<file path="src/rtl/dsi_lane_sequencer.sv">
// Single-lane DSI HS burst sequencer: LP-11 -> LP-01 -> LP-00 -> HS-zero -> sync -> data -> trail -> LP-11.
// Define DSI_LANE_SEQ_STATS_EN to enable the completed-packet counter on pkt_count_o.
module dsi_lane_sequencer #(
   parameter int g_tlpx        = 2,
   parameter int g_ths_prepare = 3,
   parameter int g_ths_zero    = 5,
   parameter int g_ths_trail   = 4
) (
   input  logic        clk_dsi_i,
   input  logic        rst_i,
   input  logic        tx_valid_i,
   input  logic [7:0]  tx_data_i,
   input  logic        tx_last_i,
   output logic        tx_ready_o,
   output logic [7:0]  serdes_data_o,
   output logic        serdes_oe_o,
   output logic        lp_p_o,
   output logic        lp_n_o,
   output logic        lp_oe_o,
   output logic        busy_o,
   output logic        underrun_o,
   output logic [15:0] pkt_count_o
);

   localparam int MAX_A = (g_tlpx > g_ths_prepare) ? g_tlpx : g_ths_prepare;
   localparam int MAX_B = (g_ths_zero > g_ths_trail) ? g_ths_zero : g_ths_trail;
   localparam int MAXD  = (MAX_A > MAX_B) ? MAX_A : MAX_B;
   localparam int CW    = $clog2(MAXD) + 1;

   typedef enum logic [2:0] {
      S_IDLE, S_LP01, S_LP00, S_HS_ZERO, S_SYNC, S_DATA, S_TRAIL, S_EXIT
   } state_t;

   state_t        state_q, state_d;
   logic [CW-1:0] cnt_q, cnt_d;
   logic          last_pend_q, last_pend_d;
   logic [7:0]    serdes_data_q, serdes_data_d;
   logic          serdes_oe_q, serdes_oe_d;
   logic          lp_p_q, lp_p_d, lp_n_q, lp_n_d, lp_oe_q, lp_oe_d;
   logic          busy_q, busy_d, underrun_q, underrun_d;
   logic          cnt_zero;

   // A byte whose tx_last_i was taken closes the window even while it is still on the lane.
   assign tx_ready_o = tx_valid_i & ~rst_i &
                       ((state_q == S_SYNC) | ((state_q == S_DATA) & ~last_pend_q));
   assign cnt_zero   = (cnt_q == '0);

   always_comb begin
      state_d     = state_q;
      cnt_d       = cnt_zero ? cnt_q : cnt_q - 1'b1;
      last_pend_d = last_pend_q;
      underrun_d  = 1'b0;
      case (state_q)
         S_IDLE:    if (tx_valid_i) begin state_d = S_LP01; cnt_d = CW'(g_tlpx - 1); end
         S_LP01:    if (cnt_zero) begin state_d = S_LP00; cnt_d = CW'(g_ths_prepare - 1); end
         S_LP00:    if (cnt_zero) begin state_d = S_HS_ZERO; cnt_d = CW'(g_ths_zero - 1); end
         S_HS_ZERO: if (cnt_zero) state_d = S_SYNC;
         S_SYNC, S_DATA: begin
            if (tx_ready_o) begin
               state_d     = S_DATA;
               last_pend_d = tx_last_i;
            end else begin
               state_d     = S_TRAIL;
               cnt_d       = CW'(g_ths_trail - 1);
               last_pend_d = 1'b0;
               underrun_d  = ~last_pend_q;
            end
         end
         S_TRAIL:   if (cnt_zero) begin state_d = S_EXIT; cnt_d = CW'(g_tlpx - 1); end
         S_EXIT:    if (cnt_zero) state_d = S_IDLE;
         default:   state_d = S_IDLE;
      endcase

      serdes_data_d = 8'h00;
      serdes_oe_d   = 1'b1;
      lp_oe_d       = 1'b0;
      lp_p_d        = 1'b0;
      lp_n_d        = 1'b0;
      busy_d        = (state_d != S_IDLE);
      case (state_d)
         S_IDLE, S_EXIT: begin serdes_oe_d = 1'b0; lp_oe_d = 1'b1; lp_p_d = 1'b1; lp_n_d = 1'b1; end
         S_LP01:         begin serdes_oe_d = 1'b0; lp_oe_d = 1'b1; lp_n_d = 1'b1; end
         S_LP00:         begin serdes_oe_d = 1'b0; lp_oe_d = 1'b1; end
         S_SYNC:         serdes_data_d = 8'hB8;
         S_DATA:         serdes_data_d = tx_data_i;
         // Trail level is the inverse of the final bit driven before the burst ended.
         S_TRAIL:        serdes_data_d = (state_q == S_TRAIL) ? serdes_data_q
                                                              : {8{~serdes_data_q[7]}};
         default:        serdes_data_d = 8'h00;
      endcase
   end

   always_ff @(posedge clk_dsi_i) begin
      if (rst_i) begin
         state_q       <= S_IDLE;
         cnt_q         <= '0;
         last_pend_q   <= 1'b0;
         serdes_data_q <= 8'h00;
         serdes_oe_q   <= 1'b0;
         lp_p_q        <= 1'b1;
         lp_n_q        <= 1'b1;
         lp_oe_q       <= 1'b1;
         busy_q        <= 1'b0;
         underrun_q    <= 1'b0;
      end else begin
         state_q       <= state_d;
         cnt_q         <= cnt_d;
         last_pend_q   <= last_pend_d;
         serdes_data_q <= serdes_data_d;
         serdes_oe_q   <= serdes_oe_d;
         lp_p_q        <= lp_p_d;
         lp_n_q        <= lp_n_d;
         lp_oe_q       <= lp_oe_d;
         busy_q        <= busy_d;
         underrun_q    <= underrun_d;
      end
   end

`ifdef DSI_LANE_SEQ_STATS_EN
   logic [15:0] pkt_count_q;
   always_ff @(posedge clk_dsi_i) begin
      if (rst_i)
         pkt_count_q <= 16'h0000;
      else if ((state_d == S_TRAIL) && (state_q != S_TRAIL))
         pkt_count_q <= pkt_count_q + 16'h0001;
   end
   assign pkt_count_o = pkt_count_q;
`else
   assign pkt_count_o = 16'h0000;
`endif

   assign serdes_data_o = serdes_data_q;
   assign serdes_oe_o   = serdes_oe_q;
   assign lp_p_o        = lp_p_q;
   assign lp_n_o        = lp_n_q;
   assign lp_oe_o       = lp_oe_q;
   assign busy_o        = busy_q;
   assign underrun_o    = underrun_q;

endmodule
</file>
<file path="config.mk">
export PLATFORM = sky130hd
export DESIGN_NAME = dsi_lane_sequencer
export DESIGN_NICKNAME = d
export VERILOG_FILES = /design/src/rtl/dsi_lane_sequencer.sv
export SDC_FILE = /design/constraint.sdc
export NUM_CORES = 1
export LEC_CHECK = 0
export CAP_MARGIN = 30
export CORE_MARGIN = 4
export CORE_UTILIZATION = 50
export DETAILED_ROUTE_END_ITERATION = 10
export DONT_BUFFER_PORTS = 1
export PLACE_DENSITY = 0.68
export SETUP_SLACK_MARGIN = 0.05
export SYNTH_ARGS = -nofsm -noshare
export SYNTH_HDL_FRONTEND = slang
export SYNTH_SLANG_ARGS = --single-unit
</file>
<file path="constraint.sdc">
create_clock -name clk_dsi_i -period 1.8 [get_ports clk_dsi_i]
set_input_delay 0.36 -clock clk_dsi_i [delete_from_list [all_inputs] [get_ports clk_dsi_i]]
set_output_delay 0.36 -clock clk_dsi_i [all_outputs]
set_load 0.02 [all_outputs]
</file>
==> flow_summary_export.csv, run 1 <==
group,metric,value,unit
yosys,synth_area_leaders,"dfxtp_1 (37%), buf_4 (10%), a22oi_1 (5.7%)",
final_layout,final_nets,165,
floorplanning,die-area,0.00322,mm²
grt,grt_antenna_before_repair,0,
floorplanning,core,0.00223,mm²
clock_tree,cts_sinks,22,
sta,final_hold_viol_count,0,
sta,period_needed,1.73,ns
worst_setup_path,crit_path_max_fanout,8,
grt,grt_pass1_vias,920,
power,leakage,0.533,nW
power,power.total,2.04,mW
yosys,synth_top_area_frac,0.371,
worst_setup_path,cp-end-kind,"output port",
yosys,netlist_area,0.00119,mm²
floorplanning,die_x,56.7,µm
placed_design,placed_cells_incl_taps,170,
drt,drt-initial-drc-count,13,
placed_design,place_congestion,0.844,
yosys,ys_top_cells_by_count,"dfxtp_1 (22), buf_4 (16), nand2_1 (11)",
run,drv_cap,0,
grt,grt_pass1_wl,4.13,mm
sta,fmax,578,MHz
drt,drc,0,
power,peakVddDrop,0.000760,V
clock_tree,cts-root-buf,"clkbuf_4",
placed_design,dp_hpwl,2.00,mm
final_layout,fin_cells,177,
yosys,yosys.cell_types.count,39,
sta,finalSetupViolCount,0,
drt,detail_route.vias_per_cell,5.68,
floorplanning,start_util,0.531,
yosys,ys.flop_type,"dfxtp_1",
worst_setup_path,crit_arrival,1.37,ns
worst_setup_path,startpoint_type,"register",
yosys,netlist_instances,139,
clock_tree,clkSlewWorstSetupHoldPaths,0.12,ns
yosys,synth_edf_count,0,
yosys,ys_seq_elements,22,
drt,ant_nets,0,
sta,whs,0.0924,ns
clock_tree,postCtsHoldBufs,0,
sta,grt_setup_unrepaired,"true",
final_layout,antennaDiodeCount,0,
status,status,"complete, no violations",
yosys,ys_async_sr_fraction,0,
final_layout,area_growth,13.7,%
worst_setup_path,cp.required,1.44,ns
clock_tree,h-tree-depth,1,
yosys,syn_avg_cell_area,8.53,µm²
grt,grt_usage,0.163,
drt,wl,2.85,mm
drt,dr_total_vias,1006,
floorplanning,die_h,56.7,µm
grt,grt-ovfl-total,0,
yosys,synth_largest_area_cell,"dfxtp_1",
yosys,post-synth-top-count-cell,"dfxtp_1",
drt,dr.pass1.iters,4,
worst_setup_path,ff2ff_setup_slack,0.09,ns
drt,wl_per_cell,16.1,µm
sta,period_share,0.961,
sta,skew,0.00143,ns
placed_design,io_buffer_count,0,
power,cellPowerDensity,1510,mW/mm²
final_layout,drive_gt1_frac,0.248,
grt,grt_max_degree,19,
final_layout,fillers,196,
worst_setup_path,crit_type,"reg -> out",
yosys,ys_warn_count,0,
clock_tree,cts_made_buffers,3,
clock_tree,cts_tree,"done",
clock_tree,cts_buffer_depth,2,
yosys,ys_seq_area_frac,0.371,
clock_tree,clock_latency,0.31,ns
final_layout,largest_reg_flops,8,
sta,drv_slew,0,
floorplanning,std_cell_rows,17,
worst_hold_path,min_path_type,"in -> reg",
floorplanning,ioPinCount,43,
-- final timing paths --
kind | startpoint | endpoint | cells after the start
max reg2reg | cnt_q[0]$_SDFF_PP0_ | serdes_data_o[5]$_SDFFE_PP0P_ | 7
max | state_q[1]$_SDFF_PP0_ | tx_ready_o | 2
min reg2reg | last_pend_q$_SDFFE_PP0P_ | underrun_o$_SDFF_PP0_ | 1
min | rst_i | cnt_q[1]$_SDFF_PP0_ | 1
-- critical path, stage by stage, from the launching register on --
cell and delay [ns]:
dfxtp_1 0.40, nand2b_1 0.26, nor3_4 0.39
-- layout by cell type, fill, tap and decap left out, drive strengths merged, types with 2 or more instances in the layout --
master  instances
nand2          11
buf            12
a221o           2
a22oi           9
a21boi          2
a21oi           9
ha              3
nor4            2
o21ai          12
nor2b           3
clkbuf          3
nor2            8
a221oi          3
conb           16
nor3            5
inv             6
nand2b          3
or3             2
dfxtp          22
a21o            3
-- routing by layer --
layer | vias up | GRT usage | part of all wire
met5 | - | 0 | 0
met4 | 0 | 0.0746 | 0.030
met3 | 8 | 0.0391 | 0.065
met2 | 34 | 0.304 | 0.52
met1 | 477 | 0.169 | 0.38
li1 | 487 | - | -
-- timing repair --
action / 4_1_cts / 5_1_grt
buffers inserted: 1 / 1
gates resized for setup: 2 / 15
cloned: 0 / 1
setup endpoints to repair: 10 / 14
pin swaps: 0 / 7
-- where the power goes --
group	leakage, nW	total (mW)	switching [mW]	internal [mW]
logic	0.325	0.976	0.514	0.462
registers	0.180	0.679	0.106	0.573
clock network	0.0279	0.385	0.160	0.225
total	0.533	2.04	0.780	1.26
-- layout make-up --
class	count	area (µm²)	area share
Timing Repair Buffer	12	90.1	0.0668
Tap cell	28	35.0	0.0260
Multi-Input combinational cell	105	706	0.523
Clock buffer	3	22.5	0.0167
Sequential cell	22	443	0.328
Clock inverter	1	30.0	0.0223
Inverter	6	22.5	0.0167
-- stage by stage --
| stage | worst slack, ns | cell area, µm² | setup TNS (ns) | utilization |
|---|---|---|---|---|
| after global routing | -0.00746 | 1350 | -0.00746 | 0.604 |
| after detailed placement | 0.00766 | 1200 | 0 | 0.538 |
| final | 0.0710 | 1350 | 0 | 0.604 |
| after CTS | 0.0547 | 1270 | 0 | 0.571 |
| after floorplan | 0.0700 | 1240 | 0 | - |
| after global placement | 0.0909 | 1200 | 0 | 0.538 |
-- kinds of logic after synthesis --
logic type	after synthesis	share of synthesized area
AOI/OAI and AO/OA	46	0.262
and+or+nand+nor	37	0.171
buffers and inverters	28	0.147
DFF	22	0.371
adders and majority gates	3	0.0316
xor gates and xnor gates	2	0.0148
other	1	0.00316
Power figures use the tool's default switching activity.
==> run 2, diff against run 1 <==
--- a/config.mk
+++ b/config.mk
@@ -8,6 +8,7 @@
 export CAP_MARGIN = 30
 export CORE_MARGIN = 4
 export CORE_UTILIZATION = 50
+export CTS_CLUSTER_SIZE = 12
 export DETAILED_ROUTE_END_ITERATION = 10
 export DONT_BUFFER_PORTS = 1
 export PLACE_DENSITY = 0.68
==> constraint.sdc (replaced) <==
create_clock -name clk_dsi_i -period 1.8 [get_ports clk_dsi_i]
set_input_delay 0.09 -clock clk_dsi_i [delete_from_list [all_inputs] [get_ports clk_dsi_i]]
set_output_delay 0.09 -clock clk_dsi_i [all_outputs]
set_load 0.02 [all_outputs]
==> flow_summary_export.csv, run 2 (synthesized netlist as in run 1, its figures left out) <==
group,metric,value,unit
worst_setup_path,crit_arrival,1.86,ns
drt,detail_route.vias_per_cell,5.71,
worst_hold_path,holdPathEnd,"busy_o$_SDFF_PP0_",
final_layout,fin_cells,186,
grt,grt_usage,0.173,
worst_setup_path,cp-end-kind,"register",
clock_tree,clkSlewWorstSetupHoldPaths,0.12,ns
power,cellPowerDensity,1430,mW/mm²
final_layout,antennaDiodeCount,0,
worst_setup_path,crit_path_max_fanout,4,
final_layout,final_nets,174,
grt,grt_antenna_before_repair,0,
final_layout,final_cell_area,0.00144,mm²
status,status,"complete, no violations",
worst_setup_path,cp.buffers_inverters,2,
power,p_sw,0.780,mW
power,sw_frac_of_total,0.378,
power,power.total,2.06,mW
floorplanning,die-area,0.00322,mm²
placed_design,place_congestion,0.861,
grt,grt-busiest-layer,"met2",
worst_setup_path,worst-r2r-cell-count,8,
worst_setup_path,ff2ff_setup_slack,0.13,ns
clock_tree,cts-root-buf,"clkbuf_4",
final_layout,drive_gt1_frac,0.222,
drt,drt-initial-drc-count,33,
drt,dr_total_vias,1062,
sta,worst_pin_slew,0.554,ns
sta,period_share,0.928,
clock_tree,h-tree-depth,1,
grt,grt_pass1_wl,4.42,mm
drt,dr.pass1.iters,5,
floorplanning,ioPinCount,43,
clock_tree,cts_made_buffers,3,
grt,grt-ovfl-total,0,
floorplanning,die_x,56.7,µm
floorplanning,core,0.00223,mm²
power,peakVddDrop,0.000876,V
sta,finalSetupViolCount,0,
power,intPower,1.28,mW
power,power_frac_comb,0.475,
clock_tree,cts_tree,"done",
placed_design,io_buffer_count,0,
placed_design,dp_hpwl,1.93,mm
worst_setup_path,startpoint_type,"register",
worst_hold_path,min_from,"tx_valid_i",
final_layout,final_common_cell,"dfxtp_1",
floorplanning,die_h,56.7,µm
floorplanning,std_cell_rows,17,
sta,period_needed,1.67,ns
worst_setup_path,cp_slowest_stage_delay,0.36,ns
worst_setup_path,reg2reg_from,"cnt_q[0]$_SDFF_PP0_",
grt,grtUsageMet3,0.0391,
run,drv_cap,0,
final_layout,largest_reg_flops,8,
placed_design,placed_cell_area,0.00119,mm²
worst_setup_path,regToRegEndpoint,"cnt_q[0]$_SDFF_PP0_",
clock_tree,clock_latency,0.32,ns
sta,finalSetupTns,0,ns
final_layout,utilization,0.646,
sta,fmax,599,MHz
sta,skew,0.0109,ns
grt,use_met2,0.295,
final_layout,layout_common_cells,"dfxtp_1 (20), conb_1 (16), dlygate4sd3_1 (11), buf_4 (11), nand2_1 (10)",
power,seqPwrFrac,0.336,
worst_setup_path,cp.required,1.99,ns
sta,grt_setup_unrepaired,"true",
placed_design,placed_cells_incl_taps,169,
worst_setup_path,critPathTopFamily,"adder cells",
clock_tree,cts_sinks,22,
drt,wl,2.90,mm
grt,grt_pass1_vias,983,
grt,grt_use_met1,0.199,
worst_hold_path,hold_depth,2,
worst_setup_path,worstPathCellList,"inv_4, ha_4, nor3b_4, inv_2, ha_4, nand2_2, a221oi_2, o32ai_1",
floorplanning,start_util,0.531,
power,clockPowerShare,0.188,
drt,wl_per_cell,15.6,µm
worst_setup_path,crit_top_cell,"ha_4",
drt,ant_nets,0,
final_layout,area_growth,21.6,%
drt,drc,0,
clock_tree,cts_buffer_depth,2,
power,leakage,0.562,nW
sta,final_hold_viol_count,0,
sta,relSlewSlack,0.629,
worst_hold_path,min_path_type,"in -> reg",
sta,drv_slew,0,
worst_setup_path,crit_type,"reg -> reg",
worst_setup_path,cp.depth,8,
grt,grt_max_degree,18,
worst_setup_path,cp_slowest_cell,"dfxtp_2",
[run 2: power groups by stage]
stage | sequential (mW) | clock [mW] | combinational [mW]
after floorplan | 0.669 | 0 | 0.633
after global placement | 0.689 | 0 | 0.746
after detailed placement | 0.693 | 0 | 0.783
after CTS | 0.682 | 0.391 | 0.856
after global routing | 0.706 | 0.401 | 1.10
final | 0.694 | 0.389 | 0.981
[run 2: worst max-delay path by stage]
stage                                    from                       endpoint  slack (ns)
final                     cnt_q[0]$_SDFF_PP0_            cnt_q[0]$_SDFF_PP0_        0.13
after floorplan           cnt_q[0]$_SDFF_PP0_  serdes_data_o[3]$_SDFFE_PP0P_        0.07
after global placement    cnt_q[0]$_SDFF_PP0_  serdes_data_o[5]$_SDFFE_PP0P_        0.08
after CTS                 cnt_q[0]$_SDFF_PP0_  serdes_data_o[5]$_SDFFE_PP0P_        0.05
after global routing      cnt_q[0]$_SDFF_PP0_            cnt_q[0]$_SDFF_PP0_       0.009
after detailed placement  cnt_q[0]$_SDFF_PP0_  serdes_data_o[5]$_SDFFE_PP0P_      0.0005
[run 2: per-layer routing]
metal	up-vias	routed length (µm)
li1	505	-
met1	504	1160
met2	47	1470
met3	6	220
met4	0	59
met5	-	0
[run 2: through the flow]
stage               hold slack, ns  setup WS, ns
detailed placement           0.165      0.000537
CTS                         0.0325        0.0465
global placement             0.163        0.0824
global route                0.0574       0.00920
floorplan                    0.169        0.0700
finish                      0.0393         0.129
[run 2: final cells by class]
| cell class | count | area (µm²) |
|---|---|---|
| inverters | 6 | 25.0 |
| flip-flops and latches | 22 | 443 |
| clock inverters | 1 | 30.0 |
| well taps | 28 | 35.0 |
| multi-input cells | 104 | 694 |
| fillers | 188 | 791 |
| repair buffers | 22 | 193 |
| clock buffers | 3 | 22.5 |
[run 2: timing repair]
item,4_1_cts,5_1_grt
hold buffers,11,0
endpoints found under the setup margin,10,10
buffers inserted,1,1
endpoints found under the hold margin,22,0
cloned,0,0
resized for setup,3,14
pin swaps,0,8
[run 2: worst register-to-register path: stages, from the launching register on]
cell,delay (ns)
dfxtp_2,0.36
inv_4,0.07
ha_4,0.13
nor3b_4,0.22
inv_2,0.09
ha_4,0.28
nand2_2,0.05
a221oi_2,0.23
o32ai_1,0.11
